--- src/rtl/serial_deser_if.sv ---
`default_nettype none
// ============================================================================
// Module   : serial_deser_if
// Purpose  : Bundles the serial input, the handshake and the status outputs
//            of serial_deser.
//            The slave modport is the deserializer. The master modport is its
//            environment, meaning the serial front end plus the word consumer.
// Signals  : in, in_en, clear, ack              (master -> slave)
//            out, r_out, on, overrun, bit_cnt,  (slave -> master)
//            par_err
// Revision : 1.0  initial release
// ============================================================================
interface serial_deser_if #(
  parameter int WIDTH = 7,
  parameter int CW    = $clog2(WIDTH + 2)
);
  logic             in;
  logic             in_en;
  logic             clear;
  logic             ack;
  logic [WIDTH-1:0] out;
  logic [WIDTH-1:0] r_out;
  logic             on;
  logic             overrun;
  logic [CW-1:0]    bit_cnt;
  logic             par_err;

  modport slave (
    input  in, in_en, clear, ack,
    output out, r_out, on, overrun, bit_cnt, par_err
  );

  modport master (
    output in, in_en, clear, ack,
    input  out, r_out, on, overrun, bit_cnt, par_err
  );
endinterface
`default_nettype wire

--- src/rtl/serial_deser.sv ---
`default_nettype none
// ============================================================================
// Module   : serial_deser
// Purpose  : Parametrised serial-to-parallel deserializer. It assembles
//            WIDTH-bit words from a qualified bit stream in either bit order.
//            Each completed word is held in r_out under a valid/ack
//            handshake, with sticky overrun detection.
// Macro    : SERIAL_DESER_PARITY_EN
//            When defined, an even-parity bit follows the data bits of each
//            frame and is checked into par_err.
//            When undefined, par_err is tied to 0.
// Ports    : clk, rst (sync, active-high)
//            bus (serial_deser_if.slave):
//              in/in_en  qualified serial bit
//              clear     abandon the partial frame
//              ack       consumer accepts r_out
//              out       live shift register
//              r_out     last completed word
//              on        r_out valid
//              overrun   sticky overwrite of an unacknowledged word
//              bit_cnt   bits accepted in the current frame
//              par_err   parity error for the word in r_out
// Revision : 1.0  initial release
// ============================================================================
module serial_deser #(
  parameter int WIDTH     = 7,
  parameter bit MSB_FIRST = 1'b1,
  parameter int CW        = $clog2(WIDTH + 2)
) (
  input  wire logic      clk,
  input  wire logic      rst,
  serial_deser_if.slave  bus
);

`ifdef SERIAL_DESER_PARITY_EN
  localparam int c_frame_len = WIDTH + 1;
`else
  localparam int c_frame_len = WIDTH;
`endif

  localparam logic [CW-1:0] c_width = CW'(WIDTH);
  localparam logic [CW-1:0] c_last  = CW'(c_frame_len - 1);

  logic [WIDTH-1:0] r_shift;
  logic [WIDTH-1:0] r_word;
  logic             r_valid;
  logic             r_overrun;
  logic             r_par_err;
  logic [CW-1:0]    r_cnt;

  logic [WIDTH-1:0] w_shift_nxt;
  logic [WIDTH-1:0] w_word;
  logic             w_accept;
  logic             w_is_data;
  logic             w_last;
  logic             w_ack;

  // clear outranks bit acceptance, so a bit that arrives with clear is lost.
  assign w_accept  = bus.in_en && !bus.clear;
  assign w_is_data = (r_cnt < c_width);
  assign w_last    = w_accept && (r_cnt == c_last);
  assign w_ack     = bus.ack && r_valid;

  generate
    if (MSB_FIRST) begin : g_msb_first
      assign w_shift_nxt = {r_shift[WIDTH-2:0], bus.in};
    end else begin : g_lsb_first
      assign w_shift_nxt = {bus.in, r_shift[WIDTH-1:1]};
    end
  endgenerate

  // When the final bit is the parity bit, the data word is already complete
  // in the shift register.
  assign w_word = w_is_data ? w_shift_nxt : r_shift;

  always_ff @(posedge clk) begin
    if (rst) begin
      r_shift   <= '0;
      r_cnt     <= '0;
      r_word    <= '0;
      r_valid   <= 1'b0;
      r_overrun <= 1'b0;
    end else begin
      if (bus.clear) begin
        r_shift <= '0;
        r_cnt   <= '0;
      end else if (bus.in_en) begin
        if (w_is_data) begin
          r_shift <= w_shift_nxt;
        end
        r_cnt <= w_last ? '0 : r_cnt + CW'(1);
      end

      // If a word completes on the same edge as an effective ack, the new
      // word replaces the acknowledged one and valid stays high.
      if (w_last) begin
        r_word  <= w_word;
        r_valid <= 1'b1;
        if (r_valid && !w_ack) begin
          r_overrun <= 1'b1;
        end
      end else if (w_ack) begin
        r_valid <= 1'b0;
      end
    end
  end

`ifdef SERIAL_DESER_PARITY_EN
  // On the final edge, bus.in carries the parity bit. XORing it with the
  // data bits gives 1 when the total number of ones is odd.
  always_ff @(posedge clk) begin
    if (rst) begin
      r_par_err <= 1'b0;
    end else if (w_last) begin
      r_par_err <= (^r_shift) ^ bus.in;
    end
  end
`else
  assign r_par_err = 1'b0;
`endif

  assign bus.out     = r_shift;
  assign bus.r_out   = r_word;
  assign bus.on      = r_valid;
  assign bus.overrun = r_overrun;
  assign bus.bit_cnt = r_cnt;
  assign bus.par_err = r_par_err;

endmodule
`default_nettype wire

--- src/flat_wrapper.sv ---
// flat-port wrapper written by rule: the top's interface ports become plain ports
module serial_deser_flat 
#(
  parameter int WIDTH     = 7,
  parameter bit MSB_FIRST = 1'b1,
  parameter int CW        = $clog2(WIDTH + 2)
)
  (clk, rst, bus_in, bus_in_en, bus_clear, bus_ack, bus_out, bus_r_out, bus_on, bus_overrun, bus_bit_cnt, bus_par_err);
  serial_deser_if #(.WIDTH(WIDTH), .CW(CW)) bus_i ();
  input  wire logic clk;
  input  wire logic rst;
  input wire logic [$bits(bus_i.in)-1:0] bus_in;
  input wire logic [$bits(bus_i.in_en)-1:0] bus_in_en;
  input wire logic [$bits(bus_i.clear)-1:0] bus_clear;
  input wire logic [$bits(bus_i.ack)-1:0] bus_ack;
  output wire logic [$bits(bus_i.out)-1:0] bus_out;
  output wire logic [$bits(bus_i.r_out)-1:0] bus_r_out;
  output wire logic [$bits(bus_i.on)-1:0] bus_on;
  output wire logic [$bits(bus_i.overrun)-1:0] bus_overrun;
  output wire logic [$bits(bus_i.bit_cnt)-1:0] bus_bit_cnt;
  output wire logic [$bits(bus_i.par_err)-1:0] bus_par_err;
  assign bus_i.in = bus_in;
  assign bus_i.in_en = bus_in_en;
  assign bus_i.clear = bus_clear;
  assign bus_i.ack = bus_ack;
  assign bus_out = bus_i.out;
  assign bus_r_out = bus_i.r_out;
  assign bus_on = bus_i.on;
  assign bus_overrun = bus_i.overrun;
  assign bus_bit_cnt = bus_i.bit_cnt;
  assign bus_par_err = bus_i.par_err;
  serial_deser #(.WIDTH(WIDTH), .MSB_FIRST(MSB_FIRST), .CW(CW)) u_core (.clk(clk), .rst(rst), .bus(bus_i));
endmodule
--- config.mk ---
export PLATFORM = sky130hd
export DESIGN_NAME = serial_deser_flat
export DESIGN_NICKNAME = d
export VERILOG_FILES = /design/src/rtl/serial_deser_if.sv /design/src/rtl/serial_deser.sv /design/src/flat_wrapper.sv
export SDC_FILE = /design/constraint.sdc
export NUM_CORES = 1
export LEC_CHECK = 0
export CORE_MARGIN = 3
export CORE_UTILIZATION = 50
export DETAILED_ROUTE_END_ITERATION = 8
export PLACE_DENSITY_LB_ADDON = 0.12
export SLEW_MARGIN = 40
export SYNTH_ARGS = -nofsm -noshare
export SYNTH_HDL_FRONTEND = slang
export SYNTH_SLANG_ARGS = --single-unit
export TNS_END_PERCENT = 20
--- constraint.sdc ---
create_clock -name clk -period 2.2 [get_ports clk]
set_clock_uncertainty 0.1 [all_clocks]
set_input_delay 0.33 -clock clk [delete_from_list [all_inputs] [get_ports clk]]
set_output_delay 0.33 -clock clk [all_outputs]
set_load 0.02 [all_outputs]
Word-level counts from Yosys, hierarchy flattened
Index checks and enable logic that the tools add are counted.

Word-level logic and storage cells: 21. Input port bits: 6. Output and inout port bits: 21. Bits in registers: 20.

Add/sub/neg operators: 1. $lt $le $gt $ge: 1. Mux-type cells: 4. Reductions and logical operators: 9. Equality and inequality tests: 1.

Operators with widths (number): $mux W7 (1); $add A4 B1 Y4 const B (1); $eq A4 B3 Y1 const B (1); $logic_and A1 B1 Y1 (4); $lt A4 B3 Y1 const B (1); $mux W4 (1); $logic_not A1 Y1 (2); $mux W1 (2); $reduce_and A2 Y1 (1); $reduce_bool A2 Y1 (1); $reduce_or A2 Y1 (1).

Longest topological paths before layout
Depth after elaboration: 4. Mapped depth: 6. Mapped depth without buffers: 5.

Worst setup path after synthesis
Ideal clock, no wire load.

Path type: register to register. Start point: register u_core.r_cnt[0] (netlist: u_core.bus.bit_cnt[0]). End point: register u_core.r_cnt[3] (netlist: u_core.bus.bit_cnt[3]). Data arrival time: 1.524 ns. Cell stages (with the launch flop): 7. Path buffers: 1. Required time: 2.033 ns. Clock period less this slack: 1.691 ns. Setup time: 0.067 ns. Setup slack: 0.509 ns. Cell sequence: dfxtp_1 -> inv_1 -> ha_1 -> and3b_1 -> buf_6 -> or3_1 -> a21oi_2.

Longest elaborated chain between the ends: 3. Elaborated cells on any way between the ends: 4. Those cells by class: add/sub (1); eq/ne (1); mux (1); reduce/logical (1).

RTL lines: start: declaration (line serial_deser.sv:49) `logic [CW-1:0] r_cnt;`; start signal: assignment (line serial_deser.sv:91) `r_cnt <= w_last ? '0 : r_cnt + CW'(1);`; parallel branches: the longest is 2 deep, another holds $add A4 B1 Y4; $mux W4 (*) (line serial_deser.sv:91).

Every way passes the cells marked *. A chain may end at the register's enable or synchronous reset.

Worst setup path in the final report
Start point: register u_core.r_cnt[2] (netlist: u_core.bus.bit_cnt[2]). End point: output bus_bit_cnt[2].

RTL lines: end: declaration (line flat_wrapper.sv:20) `output wire logic [$bits(bus_i.bit_cnt)-1:0] bus_bit_cnt;`.

No word-level cell between the ends.

==> run metrics <==
status finished, final reports clean; Final GP Congestion 0.856; synthesized cell area slightly below 0.001 mm2; Worst Setup Start Kind flip-flop; number of buffers created by CTS 3; initial core utilization 54.2%; Residual DRC 0; power share of the clock group between 30% and 40%; Final Cycle Share 84.3%; Rows 15; Top Ports 27; CTS clk-pin slew, worst paths 110 ps; crit path buf inv count 1; DR iter-0 viols 22; Req. time, crit path 1770 ps; Critical Path Fanout Max 8; Crit-path slowest cell clkdlybuf4s50_1; post-CTS resize count 0; worst hold slack approximately 410 ps; final WL 2010 um; r2r setup slk between 400 and 500 ps; Routed Antenna Nets 0; wire per inst 13.3 um; Layout fillers roughly 150; Sw Ratio roughly 22%; via count 827; Peak Freq 539 MHz; CP peak stage delay 650 ps; syn_nets 110; Power Density 500 mW/mm2; Clock Sinks 20; asr flop ratio synth 0%; Netlist cell types 28; crit path cell chain clkdlybuf4s50_1; post-cts hold buffer count 0; cell family contributing the most delay on the critical path buffers and inverters; hold wc startpoint u_core.bus.out[6]; sequential fraction of the synthesis area 41.5%; Post-synth top flop dfxtp_1; Critical R2R Launch u_core.bus.bit_cnt[0]; fraction of layout cells with a size suffix above 1 14.3%; Critical Path End Type primary output; Post-DP Area between 0.001 and 0.0015 mm2; WHS Path Cells 2; Setup WS pre-CTS ~220 ps; post-synthesis average cell area 9.47 um2; Clock Tree Buf Depth 2; Port-buffer cells 25; Setup TNS 0 ps; Root Buffer clkbuf_4; cell-internal power 485 uW; Congestion Overflow GR 0; initial antenna violation count 0; maximum capacitance violations 0; number of global-route vias before repair ~760; R2R Path End u_core.bus.r_out[5]; Die Y approximately 50 um; WS Path Type flip-flop to primary output; setup ws final roughly 340 ps; Ant. Diodes 0; VDD IR-drop max between 0.5 and 0.6 mV; Die Width 50.0 um; nets@finish around 140; worst hold-check path type flip-flop to flip-flop; non-filler cells in the finished layout 151; Final Hold Viols 0; Slew Limit Fails 0; Flop pwr share around three fifths; Post-CTS Setup Bufs 0; cell count after synthesis just over 100; WP data arrival about 1400 ps; Clk Latency, worst-skew pair around 290 ps; #FFs+latches synth 20; Post-synth EDFFs 0; deepest level of the CTS H-tree 1; final critical-path required period 1860 ps; GRT Resource Usage Total 17.6%; largest net degree at the start of global routing 13; RSZ-0062 raised after global routing no; Reg2Reg Depth 5; CTS tree yes; Logic pwr share 7.3%; vias per std cell about 5.5; hold path endpoint u_core.bus.out[6]; core area ~0.0018 mm2; first-pass iteration count of the detailed router 4; leakage a little over 0.4 nW; Psw roughly 140 uW; DP Cell Count between 100 and 150; Finished Cell Area approximately 0.0012 mm2; die area 0.00250 mm2; HPWL after DPL ~1500 um; Setup violations, final 0; first-pass GRT wire length roughly 3500 um; Layout area overhead 29.1%; synth warn 0
[stage by stage]
| step | total power, mW | util [%] |
|---|---|---|
| after floorplan | 0.402 | - |
| after global placement | 0.419 | 67.9 |
| after detailed placement | 0.420 | 67.9 |
| after CTS | 0.631 | 70.0 |
| after global routing | 0.652 | 70.0 |
| final | 0.624 | 70.0 |
[kinds of logic (layout without fill, tap and decap cells)]
kind of cell | count (synthesis) | count (layout) | share of synthesized area [%]
compound gates | 34 | 34 | 23.6
simple gates | 27 | 27 | 16.3
flops | 20 | 20 | 41.5
buf+inv | 10 | 34 | 7.25
mux | 8 | 8 | 8.42
fa+ha+maj | 2 | 2 | 2.59
other cells | 1 | 1 | 0.388
[cell usage in the layout, fill, tap and decap left out, types with 2 or more instances in the layout]
| cell | count |
|---|---|
| a211oi_2 | 7 |
| mux2i_1 | 7 |
| nand3b_1 | 2 |
| nor2b_1 | 2 |
| dfxtp_1 | 20 |
| nand2b_1 | 3 |
| nand3_1 | 8 |
| ha_1 | 2 |
| nand2_1 | 3 |
| a21oi_1 | 18 |
| clkdlybuf4s50_1 | 25 |
| buf_4 | 4 |
| nor2_1 | 2 |
| clkbuf_4 | 3 |
| o21ai_0 | 7 |
[routing by layer]
layer	GRT usage [%]	part of all wire, %	vias to the layer above	routed length [um]
li1	-	-	414	-
met1	24.7	50	394	1010
met2	26.7	45	19	905
met3	3.63	4.4	0	88
met4	5.99	0	0	0
met5	0	0	-	0
[layout make-up]
cell class | count | area (um2) | share of cell area [%]
sequential | 20 | 400 | 32.1
clock buffer | 4 | 36.3 | 2.91
timing repair buffer | 29 | 280 | 22.5
inverter | 1 | 3.75 | 0.301
multi-input combinational | 72 | 495 | 39.7
tap | 25 | 31.3 | 2.51
[flip-flops by register name, summed over array words and instances, names as in the netlist]
name	flops
u_core.bus.r_out	7
u_core.bus.out	7
u_core.bus.overrun	1
u_core.bus.bit_cnt	4
u_core.bus.on	1
[synthesized netlist by cell type, types with 2 or more instances]
| library cell | n | area share, % |
|---|---|---|
| dfxtp_1 | 20 | 41 |
| a21oi_1 | 18 | 9.3 |
| nand3_1 | 8 | 4.1 |
| a211oi_2 | 7 | 9.1 |
| mux2i_1 | 7 | 7.3 |
| o21ai_0 | 7 | 3.6 |
| buf_4 | 4 | 3.1 |
| nand2_1 | 3 | 1.2 |
| nand2b_1 | 3 | 1.9 |
| buf_2 | 2 | 1.0 |
| buf_6 | 2 | 2.3 |
| ha_1 | 2 | 2.6 |
| nand3b_1 | 2 | 1.6 |
| nor2_1 | 2 | 0.78 |
| nor2b_1 | 2 | 1.3 |
[power by group through the flow]
stage          registers (mW)  logic, mW  clock network (mW)
5_1_grt                 0.367     0.0496               0.236
4_1_cts                 0.366     0.0456               0.219
3_3_place_gp            0.374     0.0447                   0
3_5_place_dp            0.375     0.0454                   0
6_report                0.366     0.0458               0.212
2_1_floorplan           0.376     0.0254                   0
[worst max-delay path by stage]
stage | startpoint | to | slack (ps) | cells past startpoint
3_3_place_gp | bus_clear | u_core.bus.r_out[4] | 270 | 4
5_1_grt | u_core.bus.bit_cnt[2] | bus_bit_cnt[2] | 260 | 1
4_1_cts | u_core.bus.bit_cnt[2] | bus_bit_cnt[2] | 340 | 1
3_5_place_dp | bus_clear | u_core.bus.r_out[5] | 220 | 4
6_report | u_core.bus.bit_cnt[2] | bus_bit_cnt[2] | 340 | 1
2_1_floorplan | u_core.bus.bit_cnt[0] | u_core.bus.bit_cnt[3] | 510 | 6
No activity file was read; power rests on OpenSTA's default activity.
==> edit 1: new RTL, same flow settings <==
`MSB_FIRST` is set to 1'b1 in 2 places; all go to 1'b0.
--- a/src/rtl/serial_deser.sv
+++ b/src/rtl/serial_deser.sv
@@ -24,7 +24,7 @@
 // ============================================================================
 module serial_deser #(
   parameter int WIDTH     = 7,
-  parameter bit MSB_FIRST = 1'b1,
+  parameter bit MSB_FIRST = 1'b0,
   parameter int CW        = $clog2(WIDTH + 2)
 ) (
   input  wire logic      clk,
--- a/src/flat_wrapper.sv
+++ b/src/flat_wrapper.sv
@@ -2,7 +2,7 @@
 module serial_deser_flat 
 #(
   parameter int WIDTH     = 7,
-  parameter bit MSB_FIRST = 1'b1,
+  parameter bit MSB_FIRST = 1'b0,
   parameter int CW        = $clog2(WIDTH + 2)
 )
   (clk, rst, bus_in, bus_in_en, bus_clear, bus_ack, bus_out, bus_r_out, bus_on, bus_overrun, bus_bit_cnt, bus_par_err);
Function: changed (Yosys sat finds a counterexample within 4 cycles, from zero or initial values and one cycle with rst high).
==> edit 1 against the unedited design <==
- core utilization up 0.84 points
- total power grew 14%
- routed wire length is 0.55% higher
- die area is 1.3% higher
- setup slack worse by 0.026 ns
- area after synthesis grew 1.4%
- sequential cell count unchanged
- design area up 1.2%
- non-clock buffer count down 1
- critical path type unchanged
==> edit 1: results (changes against the unedited design) <==
Global routing
  – All-Layer GR Usage: 18.1% (+0.53 points)
  – First-pass GRT wire length: 3.62 mm (+4.6%)
  – Largest net degree at the start of global routing: 14 (+1)
  – Vias in the first global route: 783 (+3.4%)

Yosys
  – Synth cell count leaders: 20 x dfxtp_1, 18 x a21oi_1, 8 x nand3_1
  – Mapped Nets: 111 (+0.91%)
  – Syn Inst Count: 103 (+0.98%)
  – Largest cells by area after synthesis: dfxtp_1 41%, a21oi_1 9.2%, a211oi_2 8.9%
  – Sequential-to-total area share from yosys stat: 40.9% (-0.58 points)

Pwr
  – Switch Pwr: 0.141 mW (+1.9%)
  – Maximum vdd drop: 0.460 mV (-9.9%)
  – Leakage: 0.440 nW (+8.9%)

Critical path
  – Setup slack, reg-to-reg: 0.58 ns (+0.16 ns)
  – Reg2Reg Depth: 4 (-1)
  – Critical-path top delay cell: clkdlybuf4s50_1
  – Critical Path AT: 1.45 ns (+0.02 ns)
  – RR Endpoint: u_core.bus.r_out[0]$_SDFFE_PP0P_

Route
  – Total number of vias: 813 (-1.7%)
  – DR iter-0 viols: 16 (-27%)
  – Via density: 5.42 (-1.0%)
  – DR WL/cell: 13.5 um (+1.2%)

Cells and area
  – Final nets: 134 (-0.74%)
  – Share of cells above drive strength 1: 15.2% (+0.91 points)
  – Final-layout fill cell count: 153 (+4.8%)

Clocking
  – Post-CTS setup buffers: 0 (unchanged)

Worst hold path
  – Worst Hold Launch: u_core.bus.overrun$_SDFFE_PP0P_
  – Worst Hold End: u_core.bus.overrun$_SDFFE_PP0P_

Placed design
  – Pre-CTS setup slack: 0.434 ns (+0.214 ns)
  – Placed cell count: 146 (-0.68%)
  – Placed cell area: 0.00121 sq mm (-0.10%)
  – Placed wire-length estimate: 1.50 mm (-1.1%)
  – GPL Wtd Cong: 0.819 (-4.3%)

Flow run
  – Max-cap violation count: 0 (unchanged)

Timing
  – Final hold slack: 0.405 ns (-0.00123 ns)

Run status
  – Status: finished, final reports clean
## edit 1: power by group through the flow
| stage | Sequential [mW] | Clock [mW] | Combinational [mW] |
|---|---|---|---|
| 6_report | 0.366 | 0.298 | 0.0447 |
| 5_1_grt | 0.367 | 0.319 | 0.0481 |
| 4_1_cts | 0.367 | 0.304 | 0.0440 |
| 3_5_place_dp | 0.375 | 0 | 0.0439 |
| 3_3_place_gp | 0.374 | 0 | 0.0436 |
| 2_1_floorplan | 0.376 | 0 | 0.0268 |
## edit 1: per-layer routing
| metal | GRT usage (%) | vias up | wire [um] | share of wire, % |
|---|---|---|---|---|
| met2 | 27.8 | 28 | 923 | 46 |
| met5 | 0 | - | 0 | 0 |
| met3 | 3.26 | 2 | 113 | 5.6 |
| met4 | 5.53 | 0 | 14 | 0.69 |
| met1 | 25.6 | 371 | 966 | 48 |
| li1 | - | 412 | - | - |
## edit 1: cell families (layout without fill, tap and decap cells)
kind of cell / after synthesis / after routing / synth area share [%]
buffers and inverters: 11 / 33 / 7.92
AO/OA/AOI/OAI: 34 / 34 / 23.2
other: 1 / 1 / 0.383
adder cells (fa/ha/maj): 2 / 2 / 2.55
AND/OR/NAND/NOR: 27 / 27 / 16.7
multiplexers: 8 / 8 / 8.30
flip-flops: 20 / 20 / 40.9
## edit 1: area by class of cell
cell class / instances / area, sq um / area share (%)
clock inverters: 1 / 30.0 / 2.38
well taps: 25 / 31.3 / 2.48
repair buffers: 28 / 273 / 21.6
multi-input cells: 72 / 502 / 39.7
flip-flops and latches: 20 / 400 / 31.7
clock buffers: 3 / 22.5 / 1.78
inverters: 1 / 3.75 / 0.297
==> edit 2: new RTL, same flow settings <==
Made on the original files. Compare `r_cnt` against `c_last` with >= in place of ==.
--- a/src/rtl/serial_deser.sv
+++ b/src/rtl/serial_deser.sv
@@ -58,7 +58,7 @@
   // clear outranks bit acceptance, so a bit that arrives with clear is lost.
   assign w_accept  = bus.in_en && !bus.clear;
   assign w_is_data = (r_cnt < c_width);
-  assign w_last    = w_accept && (r_cnt == c_last);
+  assign w_last    = w_accept && (r_cnt >= c_last);
   assign w_ack     = bus.ack && r_valid;
 
   generate
Formal check against the unedited RTL: no difference found for any inputs over 10 cycles, from zero or initial values and one cycle with rst high; that may be too few to reach the edited logic, so the function may still have changed.
==> edit 2 against the unedited design <==
- total power is 0.23% higher
- hold slack worse by 0.014 ns
- design area is 0.70% lower
- count of clock-buffer cells in the layout stayed put
- setup slack worse by 0.039 ns
- routed wire length is 1.1% higher
- clock power is 3% lower
- core utilization is 0.25 points higher
- area after synthesis is 1.6% lower
- sequential cell count stayed put
- non-clock buffer count stayed put
- critical path type is now reg -> reg
- critical endpoint is now u_core.bus.bit_cnt[1]$_SDFFE_PP0P_
- highest routed layer is now met4
==> edit 2: results (changes against the unedited design) <==
Cells and area
  – Share of cells above drive strength 1: 14.7% (+0.44 points)
  – Final nets: 138 (+2.2%)

Route
  – DR WL/cell: 13.2 um (-0.82%)
  – Total number of vias: 830 (+0.36%)
  – Via density: 5.39 (-1.6%)
  – Detail Route met2 WL: 966 um (+6.7%)
  – DR iter-0 viols: 18 (-18%)
  – Metal-1 WL: 990 um (-2.3%)
  – Metal3 WL: 63 um (-28%)
  – Top Layer Used: met4

Yosys
  – Yosys cell types: 26 (-7.1%)
  – Sequential-to-total area share from yosys stat: 42.1% (+0.65 points)
  – Synth cell count leaders: 20 x dfxtp_1, 15 x nand2_1, 8 x a21oi_1, 8 x a31oi_1
  – Mapped Nets: 114 (+3.6%)
  – Synth warn: 0 (unchanged)
  – Mean post-synth cell area: 8.97 sq um (-5.3%)
  – Largest cells by area after synthesis: dfxtp_1 42%, a311oi_2 11%, nand2_1 5.9%
  – Post-synthesis async set-or-reset flop share: 0% (unchanged)

Timing
  – Fin crit share: 86.1% (+1.8 points)

Pwr
  – Switch Pwr: 0.137 mW (-0.69%)
  – Maximum vdd drop: 0.439 mV (-14%)
  – Tot Pwr: 0.625 mW (+0.23%)
  – Leakage: 0.400 nW (-0.81%)
  – Clk network pwr share: 32.8% (-1.1 points)
  – Comb group: 0.0524 mW (+14%)

Critical path
  – Critical Path Max Stage Delay: 0.45 ns (-0.20 ns)
  – CP max FO: 11 (+3)
  – Setup slack, reg-to-reg: 0.31 ns (-0.11 ns)
  – Crit path from: u_core.bus.bit_cnt[0]$_SDFFE_PP0P_
  – RR Endpoint: u_core.bus.bit_cnt[1]$_SDFFE_PP0P_
  – Reg2Reg Depth: 5 (unchanged)
  – Critical Path AT: 2.00 ns (+0.57 ns)
  – Critical-path top delay cell: or3_1
  – Crit path to: u_core.bus.bit_cnt[1]$_SDFFE_PP0P_

Clocking
  – CTS Buf Count: 3 (unchanged)
  – Root Buffer: clkbuf_4

Run status
  – Status: finished, final reports clean

Placed design
  – Placed cell area: 0.00120 sq mm (-0.72%)
  – Placed cell count: 150 (+2.0%)
  – GPL Wtd Cong: 0.827 (-3.4%)
  – Placed wire-length estimate: 1.46 mm (-3.9%)

Global routing
  – Initial antenna violation count: 0 (unchanged)
  – All-Layer GR Usage: 18.6% (+1.0 points)
  – Largest net degree at the start of global routing: 15 (+2)
  – Vias in the first global route: 776 (+2.5%)
  – First-pass GRT wire length: 3.64 mm (+5.2%)

Worst hold path
  – Hold depth: 2 (unchanged)
  – Worst hold path class: reg -> reg
## edit 2: cell families after synthesis
group,share of synthesized area (%)
adders and majority gates,2.63
buffers and inverters,7.10
and+or+nand+nor,17.5
xor gates and xnor gates,2.76
DFF,42.1
AOI/OAI and AO/OA,27.5
other,0.394
## edit 2: final cells by class
type	instances	area, sq um
inverters	2	7.51
fillers	162	526
multi-input cells	74	483
flip-flops and latches	20	400
clock buffers	4	36.3
well taps	25	31.3
repair buffers	29	280
## edit 2: how the worst min path moves through the flow
stage | slack (ns) | start | to
4_1_cts | 0.40 | u_core.bus.overrun$_SDFFE_PP0P_ | u_core.bus.overrun$_SDFFE_PP0P_
5_1_grt | 0.44 | u_core.bus.out[6]$_SDFFE_PP0P_ | u_core.bus.out[6]$_SDFFE_PP0P_
3_3_place_gp | 0.37 | u_core.bus.overrun$_SDFFE_PP0P_ | u_core.bus.overrun$_SDFFE_PP0P_
3_5_place_dp | 0.37 | u_core.bus.overrun$_SDFFE_PP0P_ | u_core.bus.overrun$_SDFFE_PP0P_
2_1_floorplan | 0.39 | bus_in | u_core.bus.out[0]$_SDFFE_PP0P_
6_report | 0.39 | u_core.bus.overrun$_SDFFE_PP0P_ | u_core.bus.overrun$_SDFFE_PP0P_
## edit 2: worst max-delay path: cells and delay by family, from the launching register on
family | cells | cell delay [ns]
AOI/OAI and AO/OA | 1 | 0.27
buffers and inverters | 1 | 0.07
adders and majority gates | 1 | 0.18
DFF | 1 | 0.43
and+or+nand+nor | 2 | 0.75
## edit 2: layer usage
layer / global-route usage [%] / vias to the layer above
met5: 0 / -
met4: 6.91 / 0
met3: 2.72 / 2
met2: 28.6 / 15
met1: 26.1 / 385
li1: - / 428
